[config.mk]
export PLATFORM = sky130hd
export DESIGN_NAME = servo_duty_ramp
export DESIGN_NICKNAME = d
export VERILOG_FILES = /design/src/rtl/servo_pkg.sv /design/src/rtl/servo_frame_timer.sv /design/src/rtl/servo_duty_ramp.sv
export SDC_FILE = /design/constraint.sdc
export NUM_CORES = 1
export LEC_CHECK = 0
export CORE_UTILIZATION = 40
export CTS_BUF_LIST = sky130_fd_sc_hd__clkbuf_8
export DETAILED_ROUTE_END_ITERATION = 7
export PLACE_DENSITY = 0.61
export SYNTH_ARGS = -nofsm -noshare
export SYNTH_HDL_FRONTEND = slang
export SYNTH_SLANG_ARGS = --single-unit
[constraint.sdc]
create_clock -name clk -period 6.8 [get_ports clk]
set_input_delay 0.68 -clock clk [delete_from_list [all_inputs] [get_ports clk]]
set_output_delay 0.68 -clock clk [all_outputs]
set_load 0.01 [all_outputs]
[src/rtl/servo_pkg.sv]
// Shared types and default constants for the servo duty ramp block.
// Holds the FSM state enum, default timing/scaling constants and the duty word width,
// plus the angle-to-duty conversion used for both reset and commanded targets.
package servo_pkg;

    localparam int DUTY_W       = 20;
    localparam int FRAME_TICKS  = 1_000_000;
    localparam int DUTY_MIN     = 25_000;
    localparam int DUTY_PER_DEG = 556;
    localparam int ANGLE_MAX    = 180;

    typedef enum logic [1:0] {
        IDLE = 2'd0,
        LOAD = 2'd1,
        RAMP = 2'd2
    } state_t;

    // Duty word for an already-clamped angle; evaluated at duty width.
    function automatic logic [DUTY_W-1:0] angle_to_duty(
        input logic [7:0]        angle,
        input logic [DUTY_W-1:0] base,
        input logic [DUTY_W-1:0] per_deg
    );
        return base + DUTY_W'(angle) * per_deg;
    endfunction

endpackage

[src/rtl/servo_frame_timer.sv]
// Free-running frame counter: counts 0..FRAME_TICKS-1 on negedge clk and wraps.
// Ports: clk, rst_n (sync, active-low), frame_tick (high while count is at its last value).
// Never restarted except by reset; frame_tick is a decode of the registered count.
module servo_frame_timer
    import servo_pkg::*;
#(
    parameter int FRAME_TICKS = servo_pkg::FRAME_TICKS
) (
    input  logic clk,
    input  logic rst_n,
    output logic frame_tick
);

    localparam int CNT_W = (FRAME_TICKS > 2) ? $clog2(FRAME_TICKS) : 1;
    localparam logic [CNT_W-1:0] LAST = CNT_W'(FRAME_TICKS - 1);

    logic [CNT_W-1:0] count;

    always_ff @(negedge clk) begin
        if (!rst_n) begin
            count <= '0;
        end else if (count == LAST) begin
            count <= '0;
        end else begin
            count <= count + 1'b1;
        end
    end

    assign frame_tick = (count == LAST);

endmodule

[src/rtl/servo_duty_ramp.sv]
// Converts a commanded servo angle into a 20-bit PWM duty word and slews it once per frame.
// Ports: clk, rst_n (sync, active-low), angle_in/angle_valid/angle_ready handshake,
// duty (registered), busy, frame_tick. All state updates on negedge clk.
// Build option: SERVO_RAMP_EN selects bounded-step slewing; without it duty jumps to target.
module servo_duty_ramp
    import servo_pkg::*;
#(
    parameter int FRAME_TICKS  = servo_pkg::FRAME_TICKS,
    parameter int DUTY_MIN     = servo_pkg::DUTY_MIN,
    parameter int DUTY_PER_DEG = servo_pkg::DUTY_PER_DEG,
    parameter int ANGLE_MAX    = servo_pkg::ANGLE_MAX,
`ifdef SERVO_RAMP_EN
    parameter int RAMP_STEP    = 5_560,
`endif
    parameter int INIT_ANGLE   = 90
) (
    input  logic              clk,
    input  logic              rst_n,
    input  logic [7:0]        angle_in,
    input  logic              angle_valid,
    output logic              angle_ready,
    output logic [DUTY_W-1:0] duty,
    output logic              busy,
    output logic              frame_tick
);

    localparam logic [7:0]        ANGLE_MAX_W = 8'(ANGLE_MAX);
    localparam logic [7:0]        INIT_ANG_W  = 8'(INIT_ANGLE);
    localparam logic [DUTY_W-1:0] MIN_W       = DUTY_W'(DUTY_MIN);
    localparam logic [DUTY_W-1:0] PER_DEG_W   = DUTY_W'(DUTY_PER_DEG);
    localparam logic [DUTY_W-1:0] INIT_DUTY   = angle_to_duty(INIT_ANG_W, MIN_W, PER_DEG_W);

    state_t            state, state_nxt;
    logic [DUTY_W-1:0] duty_nxt;
    logic [DUTY_W-1:0] target, target_nxt;
    logic [7:0]        angle_q, angle_nxt;
    logic [DUTY_W-1:0] load_target;
    logic [DUTY_W-1:0] stepped;
    logic              accept;

    servo_frame_timer #(
        .FRAME_TICKS(FRAME_TICKS)
    ) u_frame_timer (
        .clk       (clk),
        .rst_n     (rst_n),
        .frame_tick(frame_tick)
    );

    // The clamped angle is captured at accept; the multiply happens in LOAD.
    assign load_target = angle_to_duty(angle_q, MIN_W, PER_DEG_W);

`ifdef SERVO_RAMP_EN
    localparam logic [DUTY_W-1:0] STEP_W = DUTY_W'(RAMP_STEP);
    logic              going_up;
    logic [DUTY_W-1:0] dist;

    // Landing exactly on target when within one step keeps duty from overshooting.
    assign going_up = (target > duty);
    assign dist     = going_up ? (target - duty) : (duty - target);
    assign stepped  = (dist <= STEP_W) ? target
                    : (going_up ? (duty + STEP_W) : (duty - STEP_W));
`else
    assign stepped  = target;
`endif

    always_ff @(negedge clk) begin
        if (!rst_n) begin
            state   <= IDLE;
            duty    <= INIT_DUTY;
            target  <= INIT_DUTY;
            angle_q <= INIT_ANG_W;
        end else begin
            state   <= state_nxt;
            duty    <= duty_nxt;
            target  <= target_nxt;
            angle_q <= angle_nxt;
        end
    end

    always_comb begin
        state_nxt   = state;
        duty_nxt    = duty;
        target_nxt  = target;
        angle_nxt   = angle_q;
        angle_ready = (state != LOAD);
        busy        = (state != IDLE);
        accept      = angle_valid && (state != LOAD);

        if (accept) begin
            angle_nxt = (angle_in > ANGLE_MAX_W) ? ANGLE_MAX_W : angle_in;
        end

        case (state)
            IDLE: begin
                if (accept) state_nxt = LOAD;
            end
            LOAD: begin
                // A frame_tick here is deliberately ignored: no step while loading.
                target_nxt = load_target;
                state_nxt  = (load_target == duty) ? IDLE : RAMP;
            end
            RAMP: begin
                // Step toward the current target first; a coincident accept
                // then redirects to LOAD using the already-stepped duty.
                if (frame_tick) begin
                    duty_nxt = stepped;
                    if (stepped == target) state_nxt = IDLE;
                end
                if (accept) state_nxt = LOAD;
            end
            default: state_nxt = IDLE;
        endcase
    end

endmodule

==> metrics.csv, run 1 <==
metric,value,unit
Clock Skew,13.4,ps
Fin. Hold Viols,0,
Crit path top cell by count,and3_1,
Core ar.,0.00991,mm²
worst path required time,6120,ps
placed cell areas,0.00455,mm²
maxcap violations,0,
CP Max Fanout,5,
share of layout cells above drive strength 1,0.0605,
clock sink count,64,
vias per cell,4.90,
Worst Hold Depth,2,
Static Leak,2.44,nW
first-pass GRT wire length,14700,µm
initial DRC count,102,
critical path class,flip-flop to primary output,
Worst slew margin,0.512,
Min-Delay Endpoint,duty[5],
Routed met3 length,264,µm
CTS H-tree depth,3,
area share of the leading cell type in the synthesized netlist,0.310,
CP top delay family,simple AND/OR/NAND/NOR gates,
"Seq/Total Area, Yosys",0.310,
WL met2,4060,µm
FF-to-FF setup slack,2220,ps
top sig layer,met4,
antenna-violating nets left,0,
hold path startpoint,stepped[5],
Post-synth EDFFs,0,
cell taking the most area after synthesis,dfxtp_1,
grt ovf,0,
Peak VDD IR,0.153,mV
Layout Nets,613,
run status,"finished, final reports clean",
"Avg Cell Area, Syn",8.86,µm²
First-pass DRT Iterations,4,
slowest cell delay on critical path,600,ps
DR vias,3407,
IO buf count,30,
asr flop ratio synth,0,
max-slew violations,0,
most common cell in the synthesized netlist,dfxtp_1,
maximum buffer depth of the clock tree,2,
Area Growth Syn to Fin,21.7,%
synthesized flop and latch total,64,
die height,104,µm
GRT Util Overall,0.168,
Worst EP arrival,5860,ps
TritonCTS Buffers,9,
Post-Syn Area,0.00413,mm²
Cell Rows,36,
FF-to-FF path depth,15,
top post-synthesis cells by count,"64 x dfxtp_1, 44 x nand2_1, 38 x ha_1, 38 x nor2_1, 36 x inv_1",
postcts setup bufs,0,
Root Driver,clkbuf_8,
Most used DFF post-synth,dfxtp_1,
r2r endpoint,state[1],
initial core utilization,0.417,
crit start category,flip-flop,
# DRC,0,
Routed met1 length,4200,µm
worst reg2reg startpoint,angle_q[0],
Buf/Inv on CP,1,
Hold/Removal Path Class,flip-flop to flip-flop,
CTS tree,done,
full die area,0.0107,mm²
DIE WIDTH,104,µm
Total Wirelength,8660,µm
"top cells by area, synth","dfxtp_1 31%, ha_1 12%, xnor2_1 6.4%",
TNS Setup,0,ps
largest net degree at the start of global routing,45,
Mapped Cells,466,
worst slew pin tran,732,ps
final instance area,0.00503,mm²
placed wire-length estimate,6410,µm
RSZ-0062 raised after global routing,no,
GP Congestion,0.793,
Netlist cell types,65,
vias in the first global route,3468,
worst-path cell chain,"ha_1, and3_1, and3_1, nand2_1, nor4_4, clkdlybuf4s50_1",
PD cells,338,mW/mm²
initial antenna violation count,0,
CP Capture Type,primary output,
I/O pin count,34,
WHS,453,ps
worst-skew pair later-pin latency,390,ps
WL/cell,12.5,µm
Synth warnings,0,
ANT cells,0,
Slowest cell on crit path,clkdlybuf4s50_1,
Setup-failing EPs final,0,
"Clk pin slew, worst setup/hold paths",40,ps
[report_power, final]
| group | internal [W] | switching, W |
|---|---|---|
| combinational | 0.000333 | 0.000425 |
| sequential | 0.000398 | 0.0000156 |
| clock | 0.000265 | 0.000263 |
| total | 0.000996 | 0.000704 |
[how the worst max path moves through the flow]
stage / start / to / slack, ps / cells past startpoint
after detailed placement: u_frame_timer.count[0] / frame_tick / 530 / 6
after CTS: u_frame_timer.count[0] / frame_tick / 120 / 6
after floorplan: u_frame_timer.count[0] / frame_tick / 1240 / 5
after global placement: u_frame_timer.count[0] / frame_tick / 590 / 6
final: u_frame_timer.count[0] / frame_tick / 260 / 6
after global routing: u_frame_timer.count[0] / frame_tick / 60 / 6
[through the flow]
stage	power, W	utilization	std cells	setup WS [ps]
2_1_floorplan	0.00110	-	468	1240
3_3_place_gp	0.00123	0.459	616	592
3_5_place_dp	0.00123	0.459	616	533
4_1_cts	0.00173	0.506	695	120
5_1_grt	0.00186	0.507	695	58.5
6_report	0.00170	0.507	695	261
[worst register-to-register path, stage by stage (launching register included)]
cell and delay (ps):
dfxtp_1 590, ha_1 240, inv_1 50, fa_1 470, fa_1 560, inv_1 50
ha_1 410, and2_1 210, and3_1 190, a2111oi_0 460, nor3_1 140, xnor2_1 420
a41o_1 300, xnor2_1 130, o221a_1 180, a31oi_1 70
[sequential cells by signal (all words and copies together), names as in the netlist]
name and count:
stepped 17, duty 17, state 2, u_frame_timer.count 20
angle_q 8
[layout by cell type (no fill, tap or decap), types with 4 or more instances in the layout]
cell,count
fa_1,7
nand2_1,44
o21ai_0,11
clkdlybuf4s50_1,30
inv_1,99
a21boi_0,5
nor2_1,38
o21a_1,4
buf_4,4
a211oi_1,6
nor3_1,9
a21oi_1,8
nor2b_1,15
mux2i_1,17
a21o_1,4
dfxtp_1,64
xor2_1,19
and2_1,6
xnor2_1,30
nand3_1,17
ha_1,38
o211ai_1,6
clkbuf_8,9
and3_1,7
[area by class of cell]
type,instances,area [µm²]
clock buffers,9,124
repair buffers,34,330
well taps,133,166
multi-input cells,349,2640
fillers,981,4880
clock inverters,71,352
inverters,35,131
flip-flops and latches,64,1280
[timing repair]
action                                  4_1_cts  5_1_grt
gates resized for setup                       0        1
hold buffers                                  0        0
endpoints found under the setup margin        0        1
[logic make-up after synthesis]
group	Yosys count	share of synthesized area
adders and majority gates	45	0.149
muxes	17	0.0412
other	1	0.000908
and+or+nand+nor	162	0.195
xor gates and xnor gates	52	0.119
AOI/OAI and AO/OA	70	0.130
DFF	64	0.310
buffers and inverters	55	0.0542
[metal layers]
layer	vias to the layer above	track usage
li1	1776	-
met1	1564	0.202
met2	57	0.261
met3	10	0.0642
met4	0	0.0849
met5	-	0
No activity file was read; power rests on OpenSTA's default activity.
==> run 2, diff against run 1 <==
Settings changed: CORE_ASPECT_RATIO set to 1.5, CORE_UTILIZATION 40 to 65, CTS_CLUSTER_DIAMETER set to 60, PLACE_DENSITY 0.61 to 0.9.
==> run 2 against run 1 <==
  * Hold slack gained 5.5 ps
  * Critical path depth shrank 3
  * First-iteration DRC count grew 62%
  * Non-clock buffer count shrank 1
  * Clock power shrank 4.2%
  * Via count grew 5.9%
  * Clock skew grew 17 ps
  * Sequential share of layout area grew 0.52 points
  * Sequential cell count is the same
==> metrics.csv, run 2 (same netlist as run 1, synthesis figures left out) <==
metric,value,unit,change
Layout Nets,612,,-0.16%
sequential cell area,0.00128,mm²,unchanged
PD cells,344,mW/mm²,+1.7%
DIE WIDTH,67.1,µm,-35%
FF-to-FF setup slack,2340,ps,+120 ps
Min-Delay Endpoint,stepped[4],,
Root Driver,clkbuf_8,,
Fillers,365,,-63%
worst-path cell chain,"or4b_2, nor4_4, clkdlybuf4s50_1",,
critical path class,flip-flop to primary output,,
hold path startpoint,stepped[4],,
share of layout cells above drive strength 1,0.0588,,-0.00167
WL/cell,15.1,µm,+21%
die height,99.6,µm,-3.8%
CP Max Fanout,5,,unchanged
ANT cells,0,,unchanged
CTS tree,done,,
area of the multi-input gates,0.00264,mm²,unchanged
initial core utilization,0.674,,+0.257
worst path required time,6120,ps,about the same
crit start category,flip-flop,,
most frequent cells in the layout,"99 x inv_1, 64 x dfxtp_1, 44 x nand2_1",,
FF-to-FF path depth,15,,unchanged
hold buffers post-CTS,0,,unchanged
max FFs per register,20,,unchanged
maximum buffer depth of the clock tree,2,,unchanged
vias in the first global route,3829,,+10%
"Clk pin slew, worst setup/hold paths",50,ps,about the same
Peak VDD IR,0.285,mV,+86%
CP Capture Type,primary output,,
Worst Hold Depth,2,,unchanged
Area Growth Syn to Fin,19.3,%,
initial DRC count,165,,+62%
DR vias,3609,,+5.9%
# DRC,0,,unchanged
Clock Skew,30.2,ps,+16.8 ps
slowest cell delay on critical path,680,ps,+80 ps
r2r endpoint,state[1],,
TNS Setup,0,ps,unchanged
GP Congestion,0.875,,+10%
"leading cell type in the layout, fill and taps excluded",inv_1,,
Biggest register,u_frame_timer.count,,
final instance area,0.00493,mm²,-2.0%
IO buf count,30,,unchanged
RSZ-0062 raised after global routing,no,,
Setup-failing EPs final,0,,unchanged
placed wire-length estimate,6580,µm,+2.6%
initial antenna violation count,0,,unchanged
Core ar.,0.00613,mm²,-38%
postcts setup bufs,0,,unchanged
max-slew violations,0,,unchanged
antenna-violating nets left,0,,unchanged
GRT Util Overall,0.314,,+0.146
first-pass GRT wire length,16100,µm,+9.6%
Fin. Hold Viols,0,,unchanged
worst reg2reg startpoint,angle_q[1],,
Hold/Removal Path Class,flip-flop to flip-flop,,
Total Wirelength,9600,µm,+11%
worst-skew pair later-pin latency,410,ps,+20 ps
worst slew pin tran,1170,ps,+440 ps
run status,"finished, final reports clean",,
Worst EP arrival,5910,ps,+50 ps
full die area,0.00668,mm²,-38%
TritonCTS Buffers,9,,unchanged
I/O pin count,34,,unchanged
vias per cell,5.68,,+16%
First-pass DRT Iterations,4,,unchanged
CTS H-tree depth,3,,unchanged
Slowest cell on crit path,or4b_2,,
Worst slew margin,0.217,,-0.296
grt ovf,0,,unchanged
placed cell areas,0.00446,mm²,-1.8%
clock sink count,64,,unchanged
Cell Rows,35,,-2.8%
largest net degree at the start of global routing,45,,unchanged
Static Leak,2.43,nW,-0.55%
maxcap violations,0,,unchanged
-- run 2: what timing repair did --
item,4_1_cts,5_1_grt
setup endpoints to repair,1,1
pin swaps,0,1
gates resized for setup,1,0
-- run 2: stage by stage --
step / total power [W] / utilization / std cells / setup WS [ps] / hold slack (ps)
finish: 0.00170 / 0.803 / 635 / 207 / 458
CTS: 0.00170 / 0.803 / 635 / 58.8 / 464
detailed placement: 0.00122 / 0.728 / 556 / 448 / 459
global route: 0.00183 / 0.803 / 635 / 47.6 / 492
global placement: 0.00120 / 0.728 / 556 / 549 / 441
floorplan: 0.00110 / - / 468 / 1240 / 426
-- run 2: report_power, final --
part	internal [W]	switching, W
Combinational	0.000334	0.000440
Clock	0.000228	0.000278
Sequential	0.000398	0.0000172
Total	0.000960	0.000736
-- run 2: cell type report --
class | instances | share of cell area
clock buffer | 9 | 0.0251
clock inverter | 71 | 0.0676
inverter | 35 | 0.0267
multi-input combinational | 349 | 0.536
sequential | 64 | 0.260
tap | 74 | 0.0188
timing repair buffer | 33 | 0.0655
-- run 2: critical path: cells and delay by family (launching register included) --
kind / cells / cell delay [ps]
simple gates: 2 / 1120
buf+inv: 1 / 620
flops: 1 / 360
-- run 2: routing by layer --
metal  vias up  track usage  wire length (µm)
met5         -            0                 0
met2        90        0.551              5130
li1       1777            -                 -
met3        32       0.0929               308
met4         0        0.198               378
met1      1710        0.310              3780
-- run 2: worst max path at each step --
stage,start,end,slack [ps],cells after the start
2_1_floorplan,u_frame_timer.count[0],frame_tick,1240,5
3_3_place_gp,u_frame_timer.count[0],frame_tick,550,6
4_1_cts,u_frame_timer.count[0],frame_tick,60,6
5_1_grt,u_frame_timer.count[0],frame_tick,50,6
3_5_place_dp,u_frame_timer.count[0],frame_tick,450,6
6_report,u_frame_timer.count[6],frame_tick,210,3
==> run 3, diff against run 2 <==
Settings changed: DONT_BUFFER_PORTS set to 1, PLACE_DENSITY 0.9 to 0.83.
==> run 3 against run 2 <==
  * Count of clock-buffer cells in the layout unchanged
  * Sequential share of layout area rose by 1.8 points
  * Clock power hardly changed
  * Clock skew is 6.1 ps higher
  * Combinational power fell by 5.0%
  * Non-clock buffer count is 31 lower
  * Sequential power is essentially flat
  * Via count decreased by 6.3%
  * Highest routed layer unchanged
==> metrics.csv, run 3 (same netlist as run 1, synthesis figures left out) <==
metric,value,unit,change
hold path startpoint,stepped[4],,
die height,99.6,µm,unchanged
GR Layer Usage met3,0.114,,+0.0206
maxcap violations,0,,unchanged
antenna-violating nets left,0,,unchanged
Core ar.,0.00613,mm²,unchanged
First-pass DRT Iterations,6,,+2
WL/cell,14.4,µm,-4.5%
Layout Nets,581,,-5.1%
run status,"finished, final reports clean",,
worst-skew pair later-pin latency,410,ps,about the same
TritonCTS Buffers,9,,unchanged
grt met1 use,0.277,,-0.0327
postcts setup bufs,0,,unchanged
post-CTS resize count,0,,-1
IO buf count,0,,-100%
initial antenna violation count,0,,unchanged
worst path required time,6120,ps,about the same
first-pass GRT wire length,14600,µm,-9.3%
CP Max Fanout,5,,unchanged
maximum buffer depth of the clock tree,2,,unchanged
FF-to-FF path depth,15,,unchanged
grt ovf,0,,unchanged
# DRC,0,,unchanged
I/O pin count,34,,unchanged
GRT Util Overall,0.289,,-0.0250
"Clk pin slew, worst setup/hold paths",30,ps,-20 ps
initial DRC count,148,,-10%
GRT busiest layer,met2,,
met2 usage,0.501,,-0.0500
TNS Setup,0,ps,unchanged
ANT cells,0,,unchanged
Worst Hold Depth,2,,unchanged
share of layout cells above drive strength 1,0.0604,,+0.00155
max-slew violations,0,,unchanged
Hold/Removal Path Class,flip-flop to flip-flop,,
CTS H-tree depth,3,,unchanged
hold buffers post-CTS,0,,unchanged
Clock Skew,36.3,ps,+6.10 ps
critical path class,flip-flop to primary output,,
Min-Delay Endpoint,stepped[4],,
Worst slew margin,0.259,,+0.0424
largest net degree at the start of global routing,46,,+2.2%
"Core Util, Final",0.751,,-0.0529
Biggest register,u_frame_timer.count,,
Fin. Hold Viols,0,,unchanged
Setup-failing EPs final,0,,unchanged
RSZ-0062 raised after global routing,no,,
max FFs per register,20,,unchanged
Total Wirelength,8720,µm,-9.2%
Peak VDD IR,0.314,mV,+10%
placed wire-length estimate,6000,µm,-8.8%
worst reg2reg startpoint,angle_q[1],,
clock sink count,64,,unchanged
Tot Pwr,0.00166,W,-2.3%
Root Driver,clkbuf_8,,
Cell Rows,35,,unchanged
worst slew pin tran,1110,ps,-63.4 ps
Area Growth Syn to Fin,11.4,%,
DIE WIDTH,67.1,µm,unchanged
DR vias,3383,,-6.3%
Worst EP arrival,5660,ps,-250 ps
crit start category,flip-flop,,
PD cells,360,mW/mm²,+4.5%
r2r endpoint,state[1],,
CTS tree,done,,
most frequent cells in the layout,"99 x inv_1, 64 x dfxtp_1, 44 x nand2_1",,
Static Leak,2.29,nW,-5.6%
GP Congestion,0.874,,-0.16%
initial core utilization,0.674,,unchanged
CP Capture Type,primary output,,
vias in the first global route,3544,,-7.4%
full die area,0.00668,mm²,unchanged
vias per cell,5.60,,-1.5%
"leading cell type in the layout, fill and taps excluded",inv_1,,
FF-to-FF setup slack,2410,ps,+70 ps
-- run 3: cell types whose count changed in the layout (fill, tap and decap cells not counted) --
| cell | delta |
|---|---|
| clkdlybuf4s50_1 | -30 |
| inv_6 | +3 |
| clkinv_8 | -1 |
| buf_4 | -1 |
| nor4_2 | +1 |
| clkinv_4 | -2 |
| nor4_4 | -1 |
-- run 3: where the power goes --
group	internal, W	switching (W)	total, W
logic	0.000326	0.000410	0.000735
clock network	0.000228	0.000277	0.000505
registers	0.000398	0.0000171	0.000415
-- run 3: through the flow --
stage	cells	setup WS, ps	hold WS (ps)	area, µm²
floorplan	468	1240	426	4140
global placement	525	1050	440	4160
finish	604	465	461	4600
global route	604	341	499	4600
detailed placement	525	978	457	4160
CTS	604	498	465	4600
-- run 3: routing by layer --
layer,vias up,part of all wire
met4,0,0.020
met1,1598,0.40
met5,-,0
li1,1715,-
met2,55,0.55
met3,15,0.036
-- run 3: worst max path at each step --
stage / start / endpoint
after global placement: u_frame_timer.count[0] / frame_tick
final: u_frame_timer.count[0] / frame_tick
after detailed placement: u_frame_timer.count[0] / frame_tick
after CTS: u_frame_timer.count[0] / frame_tick
after floorplan: u_frame_timer.count[0] / frame_tick
after global routing: u_frame_timer.count[0] / frame_tick
-- run 3: area by class of cell --
class                      instances  area (µm²)
multi-input combinational        349        2630
fill                             444        1530
sequential                        64        1280
clock inverter                    71         325
inverter                          35         131
clock buffer                       9         124
tap                               74        92.6
timing repair buffer               2        15.0
-- run 3: critical path: stages (launching register included) --
cell and delay, ps:
dfxtp_1 370, ha_1 200, and3_1 230, and3_1 280, nand2_1 90, nor4_2 690
